[config.mk]
export PLATFORM = sky130hd
export DESIGN_NAME = control_fsm
export DESIGN_NICKNAME = d
export VERILOG_FILES = /design/src/rtl/control_pkg.sv /design/src/rtl/control_fsm.sv
export SDC_FILE = /design/constraint.sdc
export NUM_CORES = 1
export LEC_CHECK = 0
export CAP_MARGIN = 20
export CORE_ASPECT_RATIO = 0.8
export CORE_UTILIZATION = 41
export CTS_CLUSTER_SIZE = 16
export DETAILED_ROUTE_END_ITERATION = 7
export PLACE_DENSITY = 0.72
export SYNTH_ARGS = -nofsm -noshare
export SYNTH_HDL_FRONTEND = slang
export SYNTH_SLANG_ARGS = --single-unit
[constraint.sdc]
create_clock -name CLK -period 1.2 [get_ports CLK]
set_input_delay 0.12 -clock CLK [delete_from_list [all_inputs] [get_ports CLK]]
set_output_delay 0.12 -clock CLK [all_outputs]
set_load 0.1 [all_outputs]
[src/rtl/control_pkg.sv]
// Shared definitions for the accumulator processor control unit:
// state encoding, opcode map and datapath select encodings.
package control_pkg;

  typedef enum logic [3:0] {
    StInit,
    StFetch,
    StDecode,
    StExec,
    StAluWb,
    StMemAddr,
    StMemRead,
    StMemWb,
    StMemWrite,
    StBranch,
    StJump,
    StHalt
  } state_e;

  // Opcodes, IR[15:12]; 4'hB..4'hE are illegal and run as a NOP
  localparam logic [3:0] OpAdd   = 4'h0;
  localparam logic [3:0] OpSub   = 4'h1;
  localparam logic [3:0] OpAnd   = 4'h2;
  localparam logic [3:0] OpOr    = 4'h3;
  localparam logic [3:0] OpAddi  = 4'h4;
  localparam logic [3:0] OpLoad  = 4'h5;
  localparam logic [3:0] OpStore = 4'h6;
  localparam logic [3:0] OpBeqz  = 4'h7;
  localparam logic [3:0] OpBnez  = 4'h8;
  localparam logic [3:0] OpJump  = 4'h9;
  localparam logic [3:0] OpJal   = 4'hA;
  localparam logic [3:0] OpHalt  = 4'hF;

  // ALU operand B select
  localparam logic [1:0] SrcBMdr  = 2'b00;
  localparam logic [1:0] SrcBTwo  = 2'b01;
  localparam logic [1:0] SrcBImm  = 2'b10;
  localparam logic [1:0] SrcBZero = 2'b11;

  // ALU operation
  localparam logic [1:0] AluAdd = 2'b00;
  localparam logic [1:0] AluSub = 2'b01;
  localparam logic [1:0] AluAnd = 2'b10;
  localparam logic [1:0] AluOr  = 2'b11;

  // Next-PC source
  localparam logic [1:0] PcSrcAlu    = 2'b00;
  localparam logic [1:0] PcSrcAluOut = 2'b01;
  localparam logic [1:0] PcSrcJump   = 2'b10;
  localparam logic [1:0] PcSrcAcc    = 2'b11;

  // Accumulator write-back source
  localparam logic [1:0] AccSrcAluOut = 2'b00;
  localparam logic [1:0] AccSrcMdr    = 2'b01;
  localparam logic [1:0] AccSrcImm    = 2'b10;
  localparam logic [1:0] AccSrcPc     = 2'b11;

endpackage

[src/rtl/control_fsm.sv]
// Multi-cycle control FSM for the 16-bit accumulator processor.
// Optional feature: define CONTROL_MEM_WAIT_EN to add the MemReady handshake,
// which stretches FETCH, MEM_READ and MEM_WRITE until memory is ready.
module control_fsm
  import control_pkg::*;
#(
  parameter int unsigned OPC_W = 4
) (
  input  logic             CLK,
  input  logic             Reset,
  input  logic [OPC_W-1:0] Opcode,
  input  logic             Zero,
`ifdef CONTROL_MEM_WAIT_EN
  input  logic             MemReady,
`endif
  output logic             PCWrite,
  output logic             IRWrite,
  output logic             MemRead,
  output logic             MemWrite,
  output logic             AccWrite,
  output logic             ALUSrcA,
  output logic [1:0]       ALUSrcB,
  output logic [1:0]       ALUOp,
  output logic [1:0]       PCSource,
  output logic [1:0]       AccSrc,
  output logic             Halted
);

  state_e     state_q, state_d;
  logic [3:0] opc_q;
  logic [3:0] opc_in;
  logic       mem_ready;

  assign opc_in = 4'(Opcode);

`ifdef CONTROL_MEM_WAIT_EN
  assign mem_ready = MemReady;
`else
  assign mem_ready = 1'b1;
`endif

  // State register and opcode latch; the latch keeps later states immune to IR changes
  always_ff @(posedge CLK or posedge Reset) begin
    if (Reset) begin
      state_q <= StInit;
      opc_q   <= 4'h0;
    end else begin
      state_q <= state_d;
      if (state_q == StDecode) begin
        opc_q <= opc_in;
      end
    end
  end

  // Next-state and Moore output decode (PCWrite in BRANCH also depends on Zero)
  always_comb begin
    state_d  = state_q;
    PCWrite  = 1'b0;
    IRWrite  = 1'b0;
    MemRead  = 1'b0;
    MemWrite = 1'b0;
    AccWrite = 1'b0;
    ALUSrcA  = 1'b0;
    ALUSrcB  = SrcBMdr;
    ALUOp    = AluAdd;
    PCSource = PcSrcAlu;
    AccSrc   = AccSrcAluOut;
    Halted   = 1'b0;
    unique case (state_q)
      StInit: state_d = StFetch;
      StFetch: begin
        MemRead = 1'b1;
        IRWrite = mem_ready;
        PCWrite = mem_ready;
        ALUSrcB = SrcBTwo;
        if (mem_ready) state_d = StDecode;
      end
      StDecode: begin
        // Precompute the branch target into ALUOut
        ALUSrcB = SrcBImm;
        case (opc_in)
          OpAdd, OpSub, OpAnd, OpOr, OpAddi: state_d = StExec;
          OpLoad, OpStore:                   state_d = StMemAddr;
          OpBeqz, OpBnez:                    state_d = StBranch;
          OpJump, OpJal:                     state_d = StJump;
          OpHalt:                            state_d = StHalt;
          default:                           state_d = StFetch;
        endcase
      end
      StExec: begin
        ALUSrcA = 1'b1;
        if (opc_q == OpAddi) begin
          ALUSrcB = SrcBImm;
          ALUOp   = AluAdd;
        end else begin
          ALUSrcB = SrcBMdr;
          ALUOp   = opc_q[1:0];
        end
        state_d = StAluWb;
      end
      StAluWb: begin
        AccWrite = 1'b1;
        AccSrc   = AccSrcAluOut;
        state_d  = StFetch;
      end
      StMemAddr: begin
        ALUSrcA = 1'b1;
        ALUSrcB = SrcBImm;
        state_d = (opc_q == OpLoad) ? StMemRead : StMemWrite;
      end
      StMemRead: begin
        MemRead = 1'b1;
        if (mem_ready) state_d = StMemWb;
      end
      StMemWb: begin
        AccWrite = 1'b1;
        AccSrc   = AccSrcMdr;
        state_d  = StFetch;
      end
      StMemWrite: begin
        MemWrite = 1'b1;
        if (mem_ready) state_d = StFetch;
      end
      StBranch: begin
        PCSource = PcSrcAluOut;
        PCWrite  = (opc_q == OpBeqz) ? Zero : ~Zero;
        state_d  = StFetch;
      end
      StJump: begin
        PCWrite  = 1'b1;
        PCSource = PcSrcJump;
        // PC already holds PC+2 here, which is the JAL link value
        if (opc_q == OpJal) begin
          AccWrite = 1'b1;
          AccSrc   = AccSrcPc;
        end
        state_d = StFetch;
      end
      StHalt: Halted = 1'b1;
      default: state_d = StInit;
    endcase
  end

endmodule
==> results of run 1 <==
-- stage by stage --
stage | hold slack (ns) | cell area, um^2 | setup WS [ns] | utilization, % | std cells
2_1_floorplan | -0.0643 | 990 | -0.759 | - | 88
3_3_place_gp | 0.384 | 1540 | -0.518 | 92.1 | 160
3_5_place_dp | 0.393 | 1540 | -0.567 | 92.1 | 160
-- cell families after synthesis --
family / Yosys count / synth area share, %
mux: 4 / 6.02
xor+xnor: 1 / 1.17
flops: 8 / 26.8
simple gates: 38 / 33.6
buf+inv: 15 / 10.0
fa+ha+maj: 3 / 5.02
compound gates: 19 / 17.4
==> key figures, run 1 <==
Status
  • Run status: stopped before the end
  • Stopped at: 4_1_cts
  • Tool error: [ERROR DPL-0038] Utilization greater than 100%, impossible to legalize

Clocking
  • H-tree levels: 1
  • Root Buffer: clkbuf_4
  • Post-CTS Hold Buffers: 0
  • Resized Gates After CTS: 35
  • Total CTS buffers: 3
  • Maximum root-to-sink buffer count: 2
  • Post-CTS setup buffers: 7
  • Sinks on Clock Net: 8

Synthesis
  • Post-Syn Area: 748 um^2
  • Synth area leader: dfrtp_1
  • Asr flop ratio synth: 100%
  • Synth Instances: 88
  • Post-synth EDFFs: 0
  • Post-synth top cells: dfrtp_1 (8), inv_1 (8), nand2_1 (7), a21oi_1 (6), nand2b_1 (5)
  • Synth warn: 0
  • Yosys top cell area share: 26.8%
  • Synth top area cells: dfrtp_1 (27%), mux2_2 (6.0%), ha_1 (5.0%)
  • Syn avg cell area: 8.50 um^2
  • Yosys cell types: 38
  • Seq/Total Area, Yosys: 26.8%
  • Ys flop type: dfrtp_1
  • Register bit total from synthesis: 8
  • Net Count, Synth: 98

Placed design
  • PortBufs: 21
  • Placed wire-length estimate: 2460 um
  • GPL Wtd Cong: 0.915

Floorplan
  • Top Ports: 22
  • Die Span Y: 40.2 um
  • Die X: 49.8 um
  • FP Rows: 13
  • Initial core utilization: 44.7%
==> inputs of run 2 (changes only) <==
--- a/config.mk
+++ b/config.mk
@@ -6,11 +6,10 @@
 export NUM_CORES = 1
 export LEC_CHECK = 0
 export CAP_MARGIN = 20
-export CORE_ASPECT_RATIO = 0.8
-export CORE_UTILIZATION = 41
-export CTS_CLUSTER_SIZE = 16
+export CORE_AREA = 2 2 63 65
 export DETAILED_ROUTE_END_ITERATION = 7
-export PLACE_DENSITY = 0.72
+export DIE_AREA = 0 0 65 67
+export PLACE_DENSITY_LB_ADDON = 0.15
 export SYNTH_ARGS = -nofsm -noshare
 export SYNTH_HDL_FRONTEND = slang
 export SYNTH_SLANG_ARGS = --single-unit
==> constraint.sdc (replaced) <==
create_clock -name CLK -period 1.56 [get_ports CLK]
set_input_delay 0.156 -clock CLK [delete_from_list [all_inputs] [get_ports CLK]]
set_output_delay 0.156 -clock CLK [all_outputs]
set_load 0.1 [all_outputs]
==> key figures, run 2 <==
Status
  • Run status: complete, but fails checks
  • Failing checks: negative setup slack

Synthesis
  • Synth Instances: 88
  • Register bit total from synthesis: 8
  • Post-Syn Area: 748 um^2
  • Asr flop ratio synth: 100%
  • Post-synth top cells: dfrtp_1 (8), inv_1 (8), nand2_1 (7), a21oi_1 (6), nand2b_1 (5)
  • Syn avg cell area: 8.50 um^2
  • Seq/Total Area, Yosys: 26.8%
  • Net Count, Synth: 98
  • Synth top area cells: dfrtp_1 (27%), mux2_2 (6.0%), ha_1 (5.0%)
  • Synth area leader: dfrtp_1
  • Synth warn: 0
  • Yosys top cell area share: 26.8%
  • Yosys cell types: 38
  • Post-synth EDFFs: 0
  • Ys flop type: dfrtp_1

STA
  • Setup WS post-layout: -0.116 ns
  • Setup TNS: -0.488 ns
  • # setup viols final: 6
  • Worst Tran Pin Value: 0.305 ns
  • Peak Freq: 0.597 GHz
  • Skew final: 0.00244 ns
  • RSZ-0062 raised after global routing: true
  • Min Tclk post-route: 1.68 ns
  • Max-Slew Margin vs Limit: 79.7%
  • Tcrit/Tclk final: 107%
  • Final Hold Viols: 0
  • Slew Viols, Final: 0

Setup path
  • Worst path bufs/invs: 2
  • Flop2flop setup slack: 0.08 ns
  • Slowest CP cell: dfrtp_1
  • Crit Reg-Reg Startpoint: state_q[0]
  • Worst-path maximum fanout: 4
  • R2r endpoint: opc_q[3]
  • Crit-path cells: nor2b_4, buf_6, o41ai_4, buf_12
  • CP top delay family: flip-flops
  • Reg2Reg Depth: 4
  • Critical path type: reg -> out
  • Startpoint Class: flip-flop
  • Crit end category: output pin
  • Worst endpoint data arrival time: 1.52 ns
  • Required time of the critical path: 1.40 ns
  • Max stage delay on crit path: 0.41 ns

Global routing
  • Largest net degree at the start of global routing: 11
  • Gr ovfl total: 0
  • First-pass GRT wire length: 3720 um
  • Antenna violations before repair: 0
  • Vias in the first global route: 789
  • Overall Global Routing Usage: 10.7%

Drt
  • DRC: 0
  • Detailed Route Iter0 Violations: 14
  • Pre-Repair DR Iteration Count: 2
  • DR WL/cell: 11.9 um
  • Via Count: 769
  • Vias per Instance: 4.37
  • Final WL: 2100 um
  • Post-DRT Antenna Nets: 0

Finish
  • Commonest non-fill, non-tap cell in the layout: buf_12
  • Most frequent cells in the layout: buf_12 (16), buf_4 (15), buf_6 (7), inv_1 (6)
  • Largest regs: opc_q x4, state_q x4
  • Reg area: 205 um^2
  • Final nets: 140
  • Layout cells sized above 1: 64.1%
  • Fill cell count: 350
  • Final instance area: 1620 um^2
  • Post-layout instance count excluding filler cells: 176
  • Syn-to-layout area delta: 117%
  • Ant. Diodes: 0
  • Area occupied by multi-input gates: 706 um^2

Floorplan
  • Die Span Y: 67 um
  • Initial core utilization: 20.7%
  • FP Rows: 22
  • Die area: 4360 um^2
  • Core area: 3610 um^2
  • Top Ports: 22
  • Die X: 65 um

Placed design
  • Placed wire-length estimate: 1700 um
  • Dpl cell area: 1400 um^2
  • Cells after DPL: 165
  • Place WS: -0.275 ns
  • GPL Wtd Cong: 0.722
  • PortBufs: 21

Clocking
  • Root Buffer: clkbuf_8
  • Sinks on Clock Net: 8
  • CTS tree: done
  • H-tree levels: 1
  • Reg clk slew, reported paths: 0.04 ns
  • Worst-skew pair later-pin latency: 0.22 ns
  • Maximum root-to-sink buffer count: 2
  • Total CTS buffers: 3

Min path
  • Hold Path Class: in -> async

Run
  • Max-cap viol count: 0
run 2: area by class of cell:
type                            count  share of cell area (%)
Multi-Input combinational cell     65                    43.5
Timing Repair Buffer               44                    35.3
Sequential cell                     8                    12.7
Tap cell                           48                    3.70
Clock buffer                        3                    2.55
Inverter                            8                    2.24
run 2: per-layer routing:
metal	GRT usage, %	part of all wire, %	wire length [um]	vias up
met5	0	0	0	-
met2	19.5	51	1070	15
met1	13.6	45	954	355
li1	-	-	-	397
met4	2.39	0.38	8	0
met3	1.18	3.3	69	2
run 2: cell families (layout without fill, tap and decap cells):
kind of cell,count (synthesis),in the layout,share of synthesized area [%]
muxes,4,4,6.02
DFF,8,8,26.8
and+or+nand+nor,38,38,33.6
buffers and inverters,15,55,10.0
AOI/OAI and AO/OA,19,19,17.4
adders and majority gates,3,3,5.02
xor gates and xnor gates,1,1,1.17
run 2: repair_timing:
item | 4_1_cts | 5_1_grt
resized for setup | 17 | 17
hold buffers | 0 | 0
buffers inserted | 5 | 3
pin swaps | 9 | 8
endpoints found under the setup margin | 16 | 16
run 2: worst max-delay path by stage:
| stage | slack, ns | start | end | cells after the start |
|---|---|---|---|---|
| global placement | -0.23 | Opcode[0] | state_q[1] | 5 |
| floorplan | -0.43 | state_q[1] | PCWrite | 4 |
| CTS | -0.12 | opc_q[0] | AccWrite | 4 |
| global route | -0.19 | opc_q[0] | AccWrite | 4 |
| finish | -0.12 | state_q[1] | AccWrite | 4 |
| detailed placement | -0.28 | Opcode[0] | state_q[1] | 5 |
run 2: through the flow:
step                      utilization [%]  hold WS, ns
final                                45.0        0.181
after global routing                 45.0        0.234
after CTS                            42.5        0.199
after detailed placement             38.9        0.433
after global placement               38.9        0.431
after floorplan                         -      -0.0283
Power of run 2 is not shown: default switching activity piles up to over one toggle a cycle in this logic, so the estimate is an artifact.
==> inputs of run 3 (changes only) <==
--- a/config.mk
+++ b/config.mk
@@ -5,6 +5,7 @@
 export SDC_FILE = /design/constraint.sdc
 export NUM_CORES = 1
 export LEC_CHECK = 0
+export ABC_AREA = 1
 export CAP_MARGIN = 20
 export CORE_AREA = 2 2 63 65
 export DETAILED_ROUTE_END_ITERATION = 7
==> key figures, run 3 <==
Synthesis
  • Synth Instances: 108
  • Yosys cell types: 14
  • Ys flop type: dfrtp_1
  • Synth warn: 0
  • Post-Syn Area: 656 um^2
  • Post-synth EDFFs: 0
  • Count leader, synth: nand2_1
  • Register bit total from synthesis: 8
  • Syn avg cell area: 6.07 um^2
  • Asr flop ratio synth: 100%
  • Yosys top cell area share: 30.5%
  • Net Count, Synth: 118
  • Synth top area cells: dfrtp_1 (31%), nand2_1 (14%), inv_1 (12%)
  • Synth area leader: dfrtp_1
  • Post-synth top cells: nand2_1 (25), inv_1 (21), nor2_1 (21), nand3_1 (12), dfrtp_1 (8)
  • Seq/Total Area, Yosys: 30.5%

Status
  • Run status: complete, but fails checks
  • Failing checks: negative setup slack

Finish
  • Largest regs: opc_q x4, state_q x4
  • Most frequent cells in the layout: nand2_1 (18), buf_12 (15), inv_1 (14)
  • Post-layout instance count excluding filler cells: 189
  • Reg area: 203 um^2
  • Final nets: 153
  • Final instance area: 1330 um^2
  • Syn-to-layout area delta: 103%
  • Area occupied by multi-input gates: 487 um^2
  • Layout cells sized above 1: 46.1%
  • Commonest non-fill, non-tap cell in the layout: nand2_1
  • Ant. Diodes: 0
  • Fill cell count: 385

STA
  • # setup viols final: 5
  • Setup WS post-layout: -0.0393 ns
  • Peak Freq: 0.625 GHz
  • Max-Slew Margin vs Limit: 81.2%
  • Skew final: 0.00137 ns
  • RSZ-0062 raised after global routing: true
  • Tcrit/Tclk final: 103%
  • Min Tclk post-route: 1.60 ns
  • Slew Viols, Final: 0
  • Worst Tran Pin Value: 0.282 ns
  • Final Hold Viols: 0

Floorplan
  • Die area: 4360 um^2
  • Die Span Y: 67 um
  • FP Rows: 22
  • Die X: 65 um
  • Core area: 3610 um^2
  • Top Ports: 22
  • Initial core utilization: 18.2%

Setup path
  • Crit end category: output pin
  • Max stage delay on crit path: 0.41 ns
  • Worst endpoint data arrival time: 1.44 ns
  • CP top delay family: buffers and inverters
  • Startpoint Class: flip-flop
  • Worst path bufs/invs: 3
  • Slowest CP cell: dfrtp_1
  • Critical path type: reg -> out
  • Required time of the critical path: 1.40 ns
  • Worst-path maximum fanout: 4
  • Crit-path cells: inv_2, nand2_4, nor2_4, nand4_1, buf_6, o21ai_4, buf_12

Placed design
  • Cells after DPL: 178
  • Dpl cell area: 1160 um^2
  • Placed wire-length estimate: 1520 um
  • GPL Wtd Cong: 0.750
  • PortBufs: 21

Run
  • Max-cap viol count: 0

Drt
  • Final WL: 1790 um
  • DR WL/cell: 9.49 um
  • Via Count: 764
  • Post-DRT Antenna Nets: 0
  • Pre-Repair DR Iteration Count: 4
  • DRC: 0
  • Vias per Instance: 4.04
  • Detailed Route Iter0 Violations: 12

Clocking
  • Maximum root-to-sink buffer count: 2
  • Total CTS buffers: 3
  • Sinks on Clock Net: 8
  • Post-CTS Hold Buffers: 0
  • Reg clk slew, reported paths: 0.04 ns
  • Root Buffer: clkbuf_8
  • CTS tree: done
  • H-tree levels: 1
  • Worst-skew pair later-pin latency: 0.23 ns

Min path
  • Hold Path Class: in -> async

Global routing
  • Overall Global Routing Usage: 9.40%
  • Antenna violations before repair: 0
  • First-pass GRT wire length: 2980 um
  • Gr ovfl total: 0
  • Vias in the first global route: 687
  • Largest net degree at the start of global routing: 12
run 3: cell type report:
cell class,instances,area share (%)
inverter,22,7.05
tap,48,4.51
clock buffer,3,3.10
timing repair buffer,32,33.6
multi-input combinational,76,36.6
sequential,8,15.2
run 3: cell families after synthesis:
logic type,count (synthesis),share of synthesized area [%]
simple gates,66,42.9
compound gates,7,5.34
buf+inv,24,15.5
fa+ha+maj,3,5.73
flops,8,30.5
run 3: metrics by stage:
step	hold slack, ns	setup TNS, ns	setup slack, ns	utilization (%)
3_5_place_dp	0.417	0	0.00540	32.2
4_1_cts	0.181	-0.219	-0.0656	34.9
6_report	0.169	-0.151	-0.0393	36.9
5_1_grt	0.212	-0.701	-0.112	36.9
2_1_floorplan	-0.0283	-2.41	-0.560	-
3_3_place_gp	0.420	0	0.0596	32.2
run 3: worst reg2reg max path: stages, from the launching register on:
cell and delay [ns]:
dfrtp_1 0.41, buf_4 0.15, nor2_2 0.16, nand2_2 0.16
inv_1 0.12, o21ai_0 0.09, nand3_1 0.08
run 3: timing repair:
item,CTS,global route
gates resized for setup,12,10
buffers inserted,3,5
setup endpoints to repair,8,10
pin swaps,3,4
run 3: metal layers:
layer | routed length (um) | up-vias | track usage [%]
li1 | - | 400 | -
met1 | 709 | 338 | 10.6
met2 | 951 | 23 | 14.9
met3 | 96 | 3 | 2.20
met4 | 36 | 0 | 7.98
met5 | 0 | - | 0
run 3: worst paths after layout:
check,from,end,slack (ns),depth (start not counted)
setup / recovery,state_q[0],AccSrc[0],-0.04,7
hold / removal,Reset,state_q[2],0.17,2
setup reg to reg,state_q[0],state_q[3],0.31,6
hold reg to reg,opc_q[2],opc_q[2],0.52,2
max in group asynchronous,Reset,state_q[1],1.15,2
min in group CLK,opc_q[2],opc_q[2],0.52,2
Power of run 3 is left out for the same reason.
